## src/rtl/mult_acc_pkg.sv

```systemverilog
// Shared helpers for the signed multiply-accumulator: saturating wide add and parameter checks.
// Latency: purely combinational functions, no state.
// Backpressure: not applicable.
package mult_acc_pkg;

   // Working width for the saturating add; every legal ACC_WIDTH is strictly narrower.
   localparam int SAT_W = 64;

   typedef logic signed [SAT_W-1:0] wide_t;

   // Largest positive value representable in an acc_w-bit signed accumulator.
   function automatic logic signed [SAT_W:0] acc_max(input int acc_w);
      logic signed [SAT_W:0] one;
      one = {{SAT_W{1'b0}}, 1'b1};
      return (one <<< (acc_w - 1)) - one;
   endfunction

   // Exact sum of two sign-extended operands, one bit wider so it cannot wrap.
   function automatic logic signed [SAT_W:0] ext_add(input wide_t x, input wide_t y);
      return {x[SAT_W-1], x} + {y[SAT_W-1], y};
   endfunction

   // base + addend, clamped to the acc_w-bit signed range.
   function automatic wide_t sat_add(input wide_t base, input wide_t addend, input int acc_w);
      logic signed [SAT_W:0] s;
      logic signed [SAT_W:0] hi;
      logic signed [SAT_W:0] lo;
      s  = ext_add(base, addend);
      hi = acc_max(acc_w);
      lo = -hi - {{SAT_W{1'b0}}, 1'b1};
      if (s > hi) begin
         return hi[SAT_W-1:0];
      end else if (s < lo) begin
         return lo[SAT_W-1:0];
      end
      return s[SAT_W-1:0];
   endfunction

   // High when base + addend falls outside the acc_w-bit signed range.
   function automatic logic sat_hit(input wide_t base, input wide_t addend, input int acc_w);
      logic signed [SAT_W:0] s;
      logic signed [SAT_W:0] hi;
      logic signed [SAT_W:0] lo;
      s  = ext_add(base, addend);
      hi = acc_max(acc_w);
      lo = -hi - {{SAT_W{1'b0}}, 1'b1};
      return (s > hi) || (s < lo);
   endfunction

   // Legal parameter combination for mult_acc_signed.
   function automatic bit cfg_ok(input int wa, input int wb, input int acc_w,
                                 input int out_w, input int shift, input int delay);
      return (acc_w >= wa + wb) && (acc_w < SAT_W) && (out_w >= 2) && (out_w <= acc_w) &&
             (shift >= 0) && (shift <= acc_w - out_w) && (delay >= 2);
   endfunction

endpackage

```

## src/rtl/round_sat.sv

```systemverilog
// round_sat: round-half-up arithmetic right shift of a signed value, then clamp to OUT_WIDTH.
// Latency: combinational.
// Backpressure: not applicable.
module round_sat #(
   parameter int IN_WIDTH  = 40,
   parameter int OUT_WIDTH = 16,
   parameter int SHIFT     = 15
)(
   input  logic signed [IN_WIDTH-1:0]  din_i,
   output logic signed [OUT_WIDTH-1:0] dout_o,
   output logic                        clamp_o
);

   // One guard bit so the rounding increment can never wrap.
   localparam int XW = IN_WIDTH + 1;
   localparam logic signed [XW-1:0] MAX_V = {{(XW-OUT_WIDTH+1){1'b0}}, {(OUT_WIDTH-1){1'b1}}};
   localparam logic signed [XW-1:0] MIN_V = {{(XW-OUT_WIDTH+1){1'b1}}, {(OUT_WIDTH-1){1'b0}}};

   logic signed [XW-1:0] ext;
   logic signed [XW-1:0] shifted;

   assign ext = XW'(din_i);

   if (SHIFT > 0) begin : g_round
      localparam logic signed [XW-1:0] HALF = XW'(1) <<< (SHIFT - 1);
      assign shifted = (ext + HALF) >>> SHIFT;
   end else begin : g_pass
      assign shifted = ext;
   end

   // Clamp the shifted value into the output range and flag when clamping bites.
   always_comb begin
      dout_o  = shifted[OUT_WIDTH-1:0];
      clamp_o = 1'b0;
      if (shifted > MAX_V) begin
         dout_o  = MAX_V[OUT_WIDTH-1:0];
         clamp_o = 1'b1;
      end else if (shifted < MIN_V) begin
         dout_o  = MIN_V[OUT_WIDTH-1:0];
         clamp_o = 1'b1;
      end
   end

endmodule

```

## src/rtl/mult_acc_signed.sv

```systemverilog
// mult_acc_signed: signed MAC over first/last-delimited frames, one rounded/saturated sum per frame.
// Latency: last beat at cycle t gives out_valid at t+OUTPUT_DELAY+2; one frame dump per cycle.
// Backpressure: none; a beat is accepted every cycle and in_valid=0 is a bubble.
module mult_acc_signed
   import mult_acc_pkg::*;
#(
   parameter int DATA_WIDTHA  = 16,
   parameter int DATA_WIDTHB  = 16,
   parameter int ACC_WIDTH    = 40,
   parameter int OUT_WIDTH    = 16,
   parameter int SHIFT        = 15,
   parameter int OUTPUT_DELAY = 2
)(
   input  logic                          clk,
   input  logic                          reset,
   input  logic                          in_valid,
   input  logic                          first,
   input  logic                          last,
   input  logic signed [DATA_WIDTHA-1:0] a,
   input  logic signed [DATA_WIDTHB-1:0] b,
   output logic                          out_valid,
   output logic signed [OUT_WIDTH-1:0]   result,
   output logic                          sat
);

   localparam int  PW     = DATA_WIDTHA + DATA_WIDTHB;
   localparam int  PD     = OUTPUT_DELAY - 1;
   localparam bit  CFG_OK = cfg_ok(DATA_WIDTHA, DATA_WIDTHB, ACC_WIDTH, OUT_WIDTH, SHIFT, OUTPUT_DELAY);

   if (!CFG_OK) begin : g_cfg_err
      $error("mult_acc_signed: illegal parameter combination");
   end

   // ---------------- product stage ----------------
   logic signed [DATA_WIDTHA-1:0] a_q;
   logic signed [DATA_WIDTHB-1:0] b_q;
   logic [OUTPUT_DELAY-1:0]       vld_q;
   logic [OUTPUT_DELAY-1:0]       first_q;
   logic [OUTPUT_DELAY-1:0]       last_q;
   logic signed [PW-1:0]          prod_q [PD];

   // Register operands, multiply, and delay product and sideband by the same number of stages.
   always_ff @(posedge clk or posedge reset) begin
      if (reset) begin
         a_q     <= '0;
         b_q     <= '0;
         vld_q   <= '0;
         first_q <= '0;
         last_q  <= '0;
         for (int k = 0; k < PD; k++) prod_q[k] <= '0;
      end else begin
         a_q       <= a;
         b_q       <= b;
         vld_q     <= {vld_q[OUTPUT_DELAY-2:0], in_valid};
         first_q   <= {first_q[OUTPUT_DELAY-2:0], in_valid & first};
         last_q    <= {last_q[OUTPUT_DELAY-2:0], in_valid & last};
         prod_q[0] <= PW'(a_q) * PW'(b_q);
         for (int k = 1; k < PD; k++) prod_q[k] <= prod_q[k-1];
      end
   end

   logic              p_vld;
   logic              p_first;
   logic              p_last;
   logic signed [PW-1:0] p_prod;

   assign p_vld   = vld_q[OUTPUT_DELAY-1];
   assign p_first = first_q[OUTPUT_DELAY-1];
   assign p_last  = last_q[OUTPUT_DELAY-1];
   assign p_prod  = prod_q[PD-1];

   // ---------------- accumulate stage ----------------
   logic signed [ACC_WIDTH-1:0] acc_q, acc_d;
   logic                        frame_sat_q, frame_sat_d;
   logic signed [ACC_WIDTH-1:0] dump_q, dump_d;
   logic                        dump_sat_q, dump_sat_d;
   logic                        dump_vld_q, dump_vld_d;
   logic signed [ACC_WIDTH-1:0] base;
   logic signed [ACC_WIDTH-1:0] acc_sum;
   logic                        beat_sat;

   // Next accumulator / dump state: first restarts from zero, last hands the sum to the dump register.
   always_comb begin
      base        = p_first ? '0 : acc_q;
      acc_sum     = ACC_WIDTH'(sat_add(SAT_W'(base), SAT_W'(p_prod), ACC_WIDTH));
      beat_sat    = (p_first ? 1'b0 : frame_sat_q) | sat_hit(SAT_W'(base), SAT_W'(p_prod), ACC_WIDTH);
      acc_d       = acc_q;
      frame_sat_d = frame_sat_q;
      dump_d      = dump_q;
      dump_sat_d  = dump_sat_q;
      dump_vld_d  = 1'b0;
      if (p_vld) begin
         if (p_last) begin
            acc_d       = '0;
            frame_sat_d = 1'b0;
            dump_d      = acc_sum;
            dump_sat_d  = beat_sat;
            dump_vld_d  = 1'b1;
         end else begin
            acc_d       = acc_sum;
            frame_sat_d = beat_sat;
         end
      end
   end

   // Accumulator and dump registers.
   always_ff @(posedge clk or posedge reset) begin
      if (reset) begin
         acc_q       <= '0;
         frame_sat_q <= 1'b0;
         dump_q      <= '0;
         dump_sat_q  <= 1'b0;
         dump_vld_q  <= 1'b0;
      end else begin
         acc_q       <= acc_d;
         frame_sat_q <= frame_sat_d;
         dump_q      <= dump_d;
         dump_sat_q  <= dump_sat_d;
         dump_vld_q  <= dump_vld_d;
      end
   end

   // ---------------- output stage ----------------
   logic signed [OUT_WIDTH-1:0] rs_val;
   logic                        rs_clamp;
   logic                        out_valid_q;
   logic signed [OUT_WIDTH-1:0] result_q;
   logic                        sat_q;

   round_sat #(
      .IN_WIDTH  (ACC_WIDTH),
      .OUT_WIDTH (OUT_WIDTH),
      .SHIFT     (SHIFT)
   ) u_round_sat (
      .din_i   (dump_q),
      .dout_o  (rs_val),
      .clamp_o (rs_clamp)
   );

   // Register the rounded result; result and sat hold between pulses.
   always_ff @(posedge clk or posedge reset) begin
      if (reset) begin
         out_valid_q <= 1'b0;
         result_q    <= '0;
         sat_q       <= 1'b0;
      end else begin
         out_valid_q <= dump_vld_q;
         if (dump_vld_q) begin
            result_q <= rs_val;
            sat_q    <= dump_sat_q | rs_clamp;
         end
      end
   end

   assign out_valid = out_valid_q;
   assign result    = result_q;
   assign sat       = sat_q;

endmodule

```

## config.mk

```make
export PLATFORM = sky130hd
export DESIGN_NAME = mult_acc_signed
export DESIGN_NICKNAME = d
export VERILOG_FILES = /design/src/rtl/mult_acc_pkg.sv /design/src/rtl/round_sat.sv /design/src/rtl/mult_acc_signed.sv
export SDC_FILE = /design/constraint.sdc
export NUM_CORES = 1
export LEC_CHECK = 0
export ABC_AREA = 1
export BUFFER_PORTS_ARGS = -buffer_cell sky130_fd_sc_hd__buf_4
export CORE_ASPECT_RATIO = 1.1
export CORE_MARGIN = 2
export CORE_UTILIZATION = 59
export DETAILED_ROUTE_END_ITERATION = 8
export MAX_ROUTING_LAYER = met4
export PLACE_DENSITY = 0.79
export SYNTH_ARGS = -nofsm -noshare
export SYNTH_HDL_FRONTEND = slang
export SYNTH_SLANG_ARGS = --single-unit
```

## constraint.sdc

```tcl
create_clock -name clk -period 5.4 [get_ports clk]
set_input_delay 0.81 -clock clk [delete_from_list [all_inputs] [get_ports clk]]
set_output_delay 0.81 -clock clk [all_outputs]
set_load 0.01 [all_outputs]
```

# After elaboration in Yosys (flattened, before gate mapping)
# Index checks and enable logic that the tools add are counted.
# word_totals
input_bits	37
register_bits	171
out_inout_bits	18
word_cells	42
# op_classes
magnitude_cmp	4
bitwise_logic	4
muxes	15
mul	1
reduce_logical	2
n_addsub	2
# op_table
cell	n
40-bit two-way mux	5
40-bit by 16-bit adder with 41-bit output (second input constant)	1
40-bit by 32-bit adder with 41-bit output	1
41-bit by 40-bit greater-than comparator with 1-bit output (second input constant)	1
41-bit by 40-bit < comparator with 1-bit output (second input constant)	1
16-bit by 16-bit multiplier with 32-bit output	1
16-bit two-way mux	2
26-bit by 16-bit greater-than comparator with 1-bit output (second input constant)	1
26-bit by 16-bit < comparator with 1-bit output (second input constant)	1
1-bit two-way mux	8
1-bit AND	2
1-bit bitwise OR	2
2-bit AND reduction	1
1-bit logical OR	1

# Logic depth before layout (Yosys ltp)
# Gate-level depths: netlist of run 1.
# depth
ltp_word	7
ltp_mapped	27
ltp_nobuf	25

# Cells and area by module
# A second synthesis of run 1 with hierarchy kept.
# hier_totals
hier_cells	2718
area_unflattened_um2	20329.5
# by_module_without_submodules
module	area_per_inst_um2	instances	cells_each
mult_acc_signed	19306.0	1	2512
round_sat	1023.5	1	206

# Worst setup path before layout of run 1
# No wires, ideal clock.
# synth_timing
kind	register to register
start	register a_q[15]
end	register prod_q, in the netlist p_prod[31]
path_buffers	1
setup_ps	65
arrival_ps	5590
path_slack_ps	-255
required_time_ps	5335
stages_incl_launch_ff	24
synth_period_minus_slack_ps	5655
path_cell_list	dfrtp_1 clkbuf_1 nand2_1 inv_1 fa_1 inv_1 fa_1 inv_1 fa_1 fa_1 fa_1 inv_1 fa_1 inv_1 ha_1 nand2_1 nor2_1 inv_1 o21ai_0 nor2_1 o21bai_1 a21oi_1 or2_2 nand2_1
# synth_via
elab_chain_len	1
# synth_lines
item	line_no	text
start, declared	mult_acc_signed.sv:35	logic signed [DATA_WIDTHA-1:0] a_q;
start signal, assigned	mult_acc_signed.sv:45	a_q <= '0;
start signal, assigned	mult_acc_signed.sv:52	a_q <= a;
16-bit by 16-bit multiplier with 32-bit output	mult_acc_signed.sv:57	prod_q[0] <= PW'(a_q) * PW'(b_q);
end, declared	mult_acc_signed.sv:40	logic signed [PW-1:0] prod_q [PD];
# Every way passes these cells.
# A chain may end at the register's enable or synchronous reset.

# Worst setup path in the final report of run 1
# layout_timing
start	register a_q[12]
end	register prod_q, in the netlist p_prod[29]
# Same word-level chain as after synthesis.

==> out/qor.yml, run 1 <==
sta:
  final-setup-viol-count: 13
  fmaxAchievable_ghz: 0.180
  grt_setup_unrepaired: "yes"
  fin_setup_tns_ps: -982
  fin_ws_ps: -149
  min_period_over_period_pct: 103
  hold_viol: 0
  layout_min_cycle_time_ps: 5550
  hold_ws_ps: 349
  slew_violations: 0
  fin_skew_ps: 12.6
  slew_headroom_pct: 41.1
  max_slew.worst_pin.slew_ps: 882
yosys:
  synth_most_common_cell: "nand2_1"
  dominantRegCellSynth: "dfrtp_1"
  seq_area_frac_synth_pct: 19.7
  synthArstFlopShare_pct: 100
  synth.avg_cell_area_um2: 7.47
  synth_edf_count: 0
  yosys_warnings: 0
  synth.area.top_cells: "fa_1 26%, dfrtp_1 20%, nand2_1 15%, inv_1 12%, ha_1 7.7%"
  synth_common_cells: "793 x nand2_1, 623 x inv_1, 263 x fa_1, 190 x nor2_1, 157 x dfrtp_1"
  ys_types: 43
  synth.largest_area_cell: "fa_1"
  netlist_area_um2: 19900
  synth_top_area_share_pct: 26.4
  synth_nets: 3089
  synth_seq_cells: 157
  syn_inst: 2666
placed_design:
  place_inst: 3241
  numPortBuffers: 54
  place_congestion: 0.977
  hpwl_um: 44100
  place_area_um2: 21900
floorplanning:
  dieArea_um2: 35300
  die_y_um: 197
  rows: 70
  io_pins: 55
  die_w_um: 179
  start_util_pct: 59.9
  core_um2: 33300
critical_path:
  critPathLaunch: "a_q[12]"
  r2r_end: "p_prod[29]"
  cp.required_ps: 5790
  path_class: "reg -> reg"
  crit_end: "p_prod[29]"
  crit_slowest_cell: "fa_1"
  worstPathMaxFanout: 4
  crit_chain: "clkbuf_2 > nand2_1 > fa_1 > fa_1 > fa_1 > inv_1 > fa_1 > fa_1 > inv_2 > fa_1 > inv_1 > ha_4 > nand2_4 > buf_4 > nor4_4 > nand4_1 > nand3_2 > nand3_2 > o211ai_1 > xor2_1"
  start_kind: "flop"
  crit_path_max_incr_delay_ps: 600
  cpMostUsedCell: "fa_1"
  cp.arrival_ps: 5940
  reg2reg_from: "a_q[12]"
  r2r_slack_ps: -150
  r2r_cells: 20
  end_kind: "flop"
layout:
  final_area_um2: 23700
  fillerInstances: 2561
  final_cells: 3318
  drive_gt1_share_pct: 20.1
  n_antenna_cell: 0
  area_growth_pct: 19.0
  finalNetCount: 3296
global_routing:
  grt_pass1_wl_um: 89300
  grt_overflow: 0
  grt_pass1_vias: 18100
  grt_usage_pct: 33.8
  grt_max_degree: 59
  antenna_found_initial: 0
drt:
  drt_wl_total_um: 56600
  firstDrtPassIters: 6
  ant_nets: 0
  wl_per_cell_um: 17.0
  via_per_inst: 5.28
  vias: 17500
  drc_errors: 0
  dr.first_iter.drc_count: 1260
cts:
  cts_sinks: 157
  cts_tree: "done"
  worstSkewPairLatency_ps: 460
  cts_buffers: 17
  hold_buffers: 0
  clk_pin_slew_ps: 70
  cts-root-buf: "clkbuf_16"
  clk_path_buf_depth: 2
  htreeDepth: 4
status:
  violations: "negative setup slack"
  status: "finished, violations left"
worst_hold_path:
  hold_path_class: "reg -> reg"
run:
  max_cap_viol_count: 0
-- worst min path at each step --
stage                          start         end  slack, ps  cells past startpoint
after detailed placement    vld_q[0]    vld_q[1]        330                      0
after floorplan           first_q[0]  first_q[1]        330                      0
after global routing       last_q[0]   last_q[1]        360                      0
final                       vld_q[0]    vld_q[1]        350                      0
after CTS                   vld_q[0]    vld_q[1]        350                      0
after global placement      vld_q[0]    vld_q[1]        330                      0
-- registers in the layout, indices dropped and copies added, names as in the netlist --
register,count
p_prod,32
b_q,16
sat,1
vld_q,2
first_q,2
a_q,16
acc_q,40
dump_q,26
dump_sat_q,1
last_q,2
frame_sat_q,1
result,16
dump_vld_q,1
out_valid,1
-- kinds of logic (layout without fill, tap and decap cells) --
family	after synthesis	in the layout	share of synthesized area [%]
XOR/XNOR	75	75	3.30
AO/OA/AOI/OAI	190	190	5.49
AND/OR/NAND/NOR	1147	1147	23.6
flip-flops	157	157	19.7
adder cells (fa/ha/maj)	386	386	34.1
buffers and inverters	711	931	13.8
-- cell usage in the layout (no fill, tap or decap), types with 5 or more instances in the layout --
cell type  count
buf_4        242
ha_1          99
o21ai_1       17
nor3_2         5
nand2_4       11
o21a_1         6
a21oi_1       67
buf_6         19
nor3_1         6
ha_4          24
inv_6          6
buf_12         7
o21bai_1      12
dfrtp_2       24
nand3_2        9
nor2_1       183
xnor2_1       27
clkbuf_16     17
a21oi_2       27
xor2_1        46
a21o_1        10
or2_2         10
inv_1        566
nor2_2         8
nand4_1       23
o21ai_0       28
inv_2         58
nand3_1       55
fa_1         247
fa_2          16
a21oi_4        6
nand2_2       51
nand2_1      766
nor2_4         9
dfrtp_1      133
-- metal layers --
| layer | routed length (µm) | track usage (%) | vias up | share of wire [%] |
|---|---|---|---|---|
| met5 | 0 | - | - | 0 |
| met4 | 2640 | 13.2 | 0 | 4.7 |
| met3 | 3040 | 3.72 | 188 | 5.4 |
| met2 | 28500 | 58.3 | 662 | 50 |
| met1 | 22400 | 40.5 | 8455 | 40 |
| li1 | - | - | 8226 | - |
-- worst max-delay path: cells and delay by family, from the launching register on --
family | cells | cell delay (ps)
AOI/OAI and AO/OA | 1 | 100
adders and majority gates | 7 | 3460
xor gates and xnor gates | 1 | 150
DFF | 1 | 400
buffers and inverters | 5 | 520
and+or+nand+nor | 6 | 840
-- through the flow --
step / util, % / setup slack (ps)
2_1_floorplan: - / -35.2
3_3_place_gp: 65.8 / -372
3_5_place_dp: 65.8 / -456
4_1_cts: 69.7 / -12.7
5_1_grt: 71.2 / -332
6_report: 71.2 / -149
-- timing repair --
action	4_1_cts	5_1_grt
setup buffers	17	28
endpoints found under the setup margin	18	20
pin swaps	102	73
gates resized for setup	136	114
-- area by class of cell --
| class | count | area (µm²) | area share (%) |
|---|---|---|---|
| clock buffer | 18 | 439 | 1.85 |
| clock inverter | 14 | 198 | 0.834 |
| inverter | 629 | 2370 | 10.0 |
| multi-input combinational | 1798 | 14000 | 59.1 |
| sequential | 157 | 3960 | 16.7 |
| tap | 432 | 541 | 2.28 |
| timing repair buffer | 270 | 2180 | 9.21 |
Power of run 1 is not shown: default switching activity piles up to over one toggle a cycle in this logic, so the estimate is an artifact.
==> run 2: changes to the inputs <==
CORE_ASPECT_RATIO = default   (was 1.1)
==> out/qor.yml, run 2 (synthesis gave the netlist of run 1 again) <==
status:
  status: "finished, violations left"
  violations: "negative setup slack"
critical_path:
  cpLargestDelayFamily: "adder cells"
  cp_num_buf_inv: 7  # +2
  crit_chain: "buf_12 > buf_8 > nand2_1 > inv_1 > fa_2 > fa_2 > inv_2 > fa_1 > fa_1 > inv_1 > fa_1 > inv_1 > fa_1 > inv_1 > ha_4 > a21oi_2 > o21ai_1 > nand2_1 > o211ai_1 > a21oi_2 > or2_4 > nand2_1"
  path_class: "reg -> reg"
  end_kind: "flop"
  crit_path_max_incr_delay_ps: 810  # +210 ps
  start_kind: "flop"
  worstPathMaxFanout: 8  # +4
  cp.arrival_ps: 5910  # -30 ps
  crit_slowest_cell: "fa_2"
  cp.required_ps: 5760  # -30 ps
placed_design:
  numPortBuffers: 54  # unchanged
  place_congestion: 0.989  # +1.2%
  hpwl_um: 43600  # -1.2%
cts:
  worstSkewPairLatency_ps: 470  # about the same
  cts_buffers: 17  # unchanged
  cts_tree: "done"
  htreeDepth: 4  # unchanged
  clk_path_buf_depth: 2  # unchanged
  cts_sinks: 157  # unchanged
  cts-root-buf: "clkbuf_16"
  hold_buffers: 0  # unchanged
  clk_pin_slew_ps: 80  # about the same
layout:
  final_cell_mix: "762 x nand2_1, 579 x inv_1, 241 x fa_1"
  finalNetCount: 3280  # -0.49%
  final_common_cell: "nand2_1"
  top_register: "acc_q"
  largest_register_ffs: 40  # unchanged
  fillerInstances: 2641  # +3.1%
  area_growth_pct: 18.6
  drive_gt1_share_pct: 19.6  # -0.52 points
  n_antenna_cell: 0  # unchanged
sta:
  min_period_over_period_pct: 103  # about the same
  final-setup-viol-count: 8  # -5
  fin_ws_ps: -154  # -4.89 ps
  slew_violations: 0  # unchanged
  grt_setup_unrepaired: "yes"
  max_slew.worst_pin.slew_ps: 916  # +34.7 ps
  hold_ws_ps: 354  # +4.67 ps
  fin_skew_ps: 16.8  # +4.20 ps
  slew_headroom_pct: 38.8  # -2.3 points
  hold_viol: 0  # unchanged
  layout_min_cycle_time_ps: 5550  # +4.89 ps
  fmaxAchievable_ghz: 0.180  # about the same
drt:
  wl_per_cell_um: 16.9  # -0.65%
  ant_nets: 0  # unchanged
  via_per_inst: 5.28  # about the same
  dr.first_iter.drc_count: 1150  # -8.7%
  drt_wl_total_um: 56200  # -0.65%
  firstDrtPassIters: 8  # +2
  vias: 17500  # +0.011%
  drc_errors: 0  # unchanged
global_routing:
  grt_pass1_wl_um: 91200  # +2.1%
  antenna_found_initial: 0  # unchanged
  grt_overflow: 0  # unchanged
  grt_pass1_vias: 18200  # +0.39%
  grt_usage_pct: 33.8  # about the same
  grt_max_degree: 59  # unchanged
floorplanning:
  start_util_pct: 59.7  # -0.15 points
  die_w_um: 188  # +4.8%
  core_um2: 33400  # +0.25%
  rows: 67  # -4.3%
  io_pins: 55  # unchanged
  die_y_um: 188  # -4.6%
  dieArea_um2: 35300  # about the same
run:
  max_cap_viol_count: 0  # unchanged
worst_hold_path:
  hold_path_class: "reg -> reg"
## run 2: changes by cell type in the layout (fill, tap and decap cells not counted), sizes merged
cell and change:
clkinv +3, clkinvlp +2, bufinv -3, clkbuf -3
buf -14, inv -1
## run 2: metal layers
metal	global-route usage, %	wire length, µm
met3	3.99	2800
met5	-	0
met1	41.2	22700
met2	57.0	27900
met4	14.4	2860
## run 2: cell type report
class / count / area, µm² / share of cell area [%]
Multi-Input combinational cell: 1798 / 14000 / 59.5
Timing Repair Buffer: 254 / 2100 / 8.89
Clock inverter: 15 / 170 / 0.720
Clock buffer: 17 / 425 / 1.80
Sequential cell: 157 / 3960 / 16.8
Inverter: 629 / 2370 / 10.0
Tap cell: 448 / 561 / 2.37
## run 2: timing repair
action,in CTS,in global routing
pin swaps,111,81
gates resized for setup,154,99
buffers inserted,26,15
setup endpoints to repair,19,20
## run 2: stage by stage
| step | util (%) | std cells | TNS (ps) | setup WS, ps | cell area [µm²] |
|---|---|---|---|---|---|
| detailed placement | 65.5 | 3246 | -3920 | -443 | 21800 |
| floorplan | - | 2666 | -35.2 | -35.2 | 20100 |
| CTS | 69.6 | 3304 | -36.2 | -29.3 | 23200 |
| finish | 70.8 | 3318 | -631 | -154 | 23600 |
| global placement | 65.5 | 3246 | -2200 | -297 | 21800 |
| global route | 70.8 | 3318 | -2440 | -283 | 23600 |
## run 2: worst paths after layout
path	start	endpoint	cells past startpoint	slack (ps)
min reg2reg	vld_q[0]	vld_q[1]	0	350
min	vld_q[0]	vld_q[1]	0	350
min in group asynchronous	reset	a_q[13]	2	400
max reg2reg	b_q[6]	p_prod[31]	22	-150
max in group asynchronous	reset	result[0]	3	3890
max	b_q[6]	p_prod[31]	22	-150
Power of run 2 is left out for the same reason.
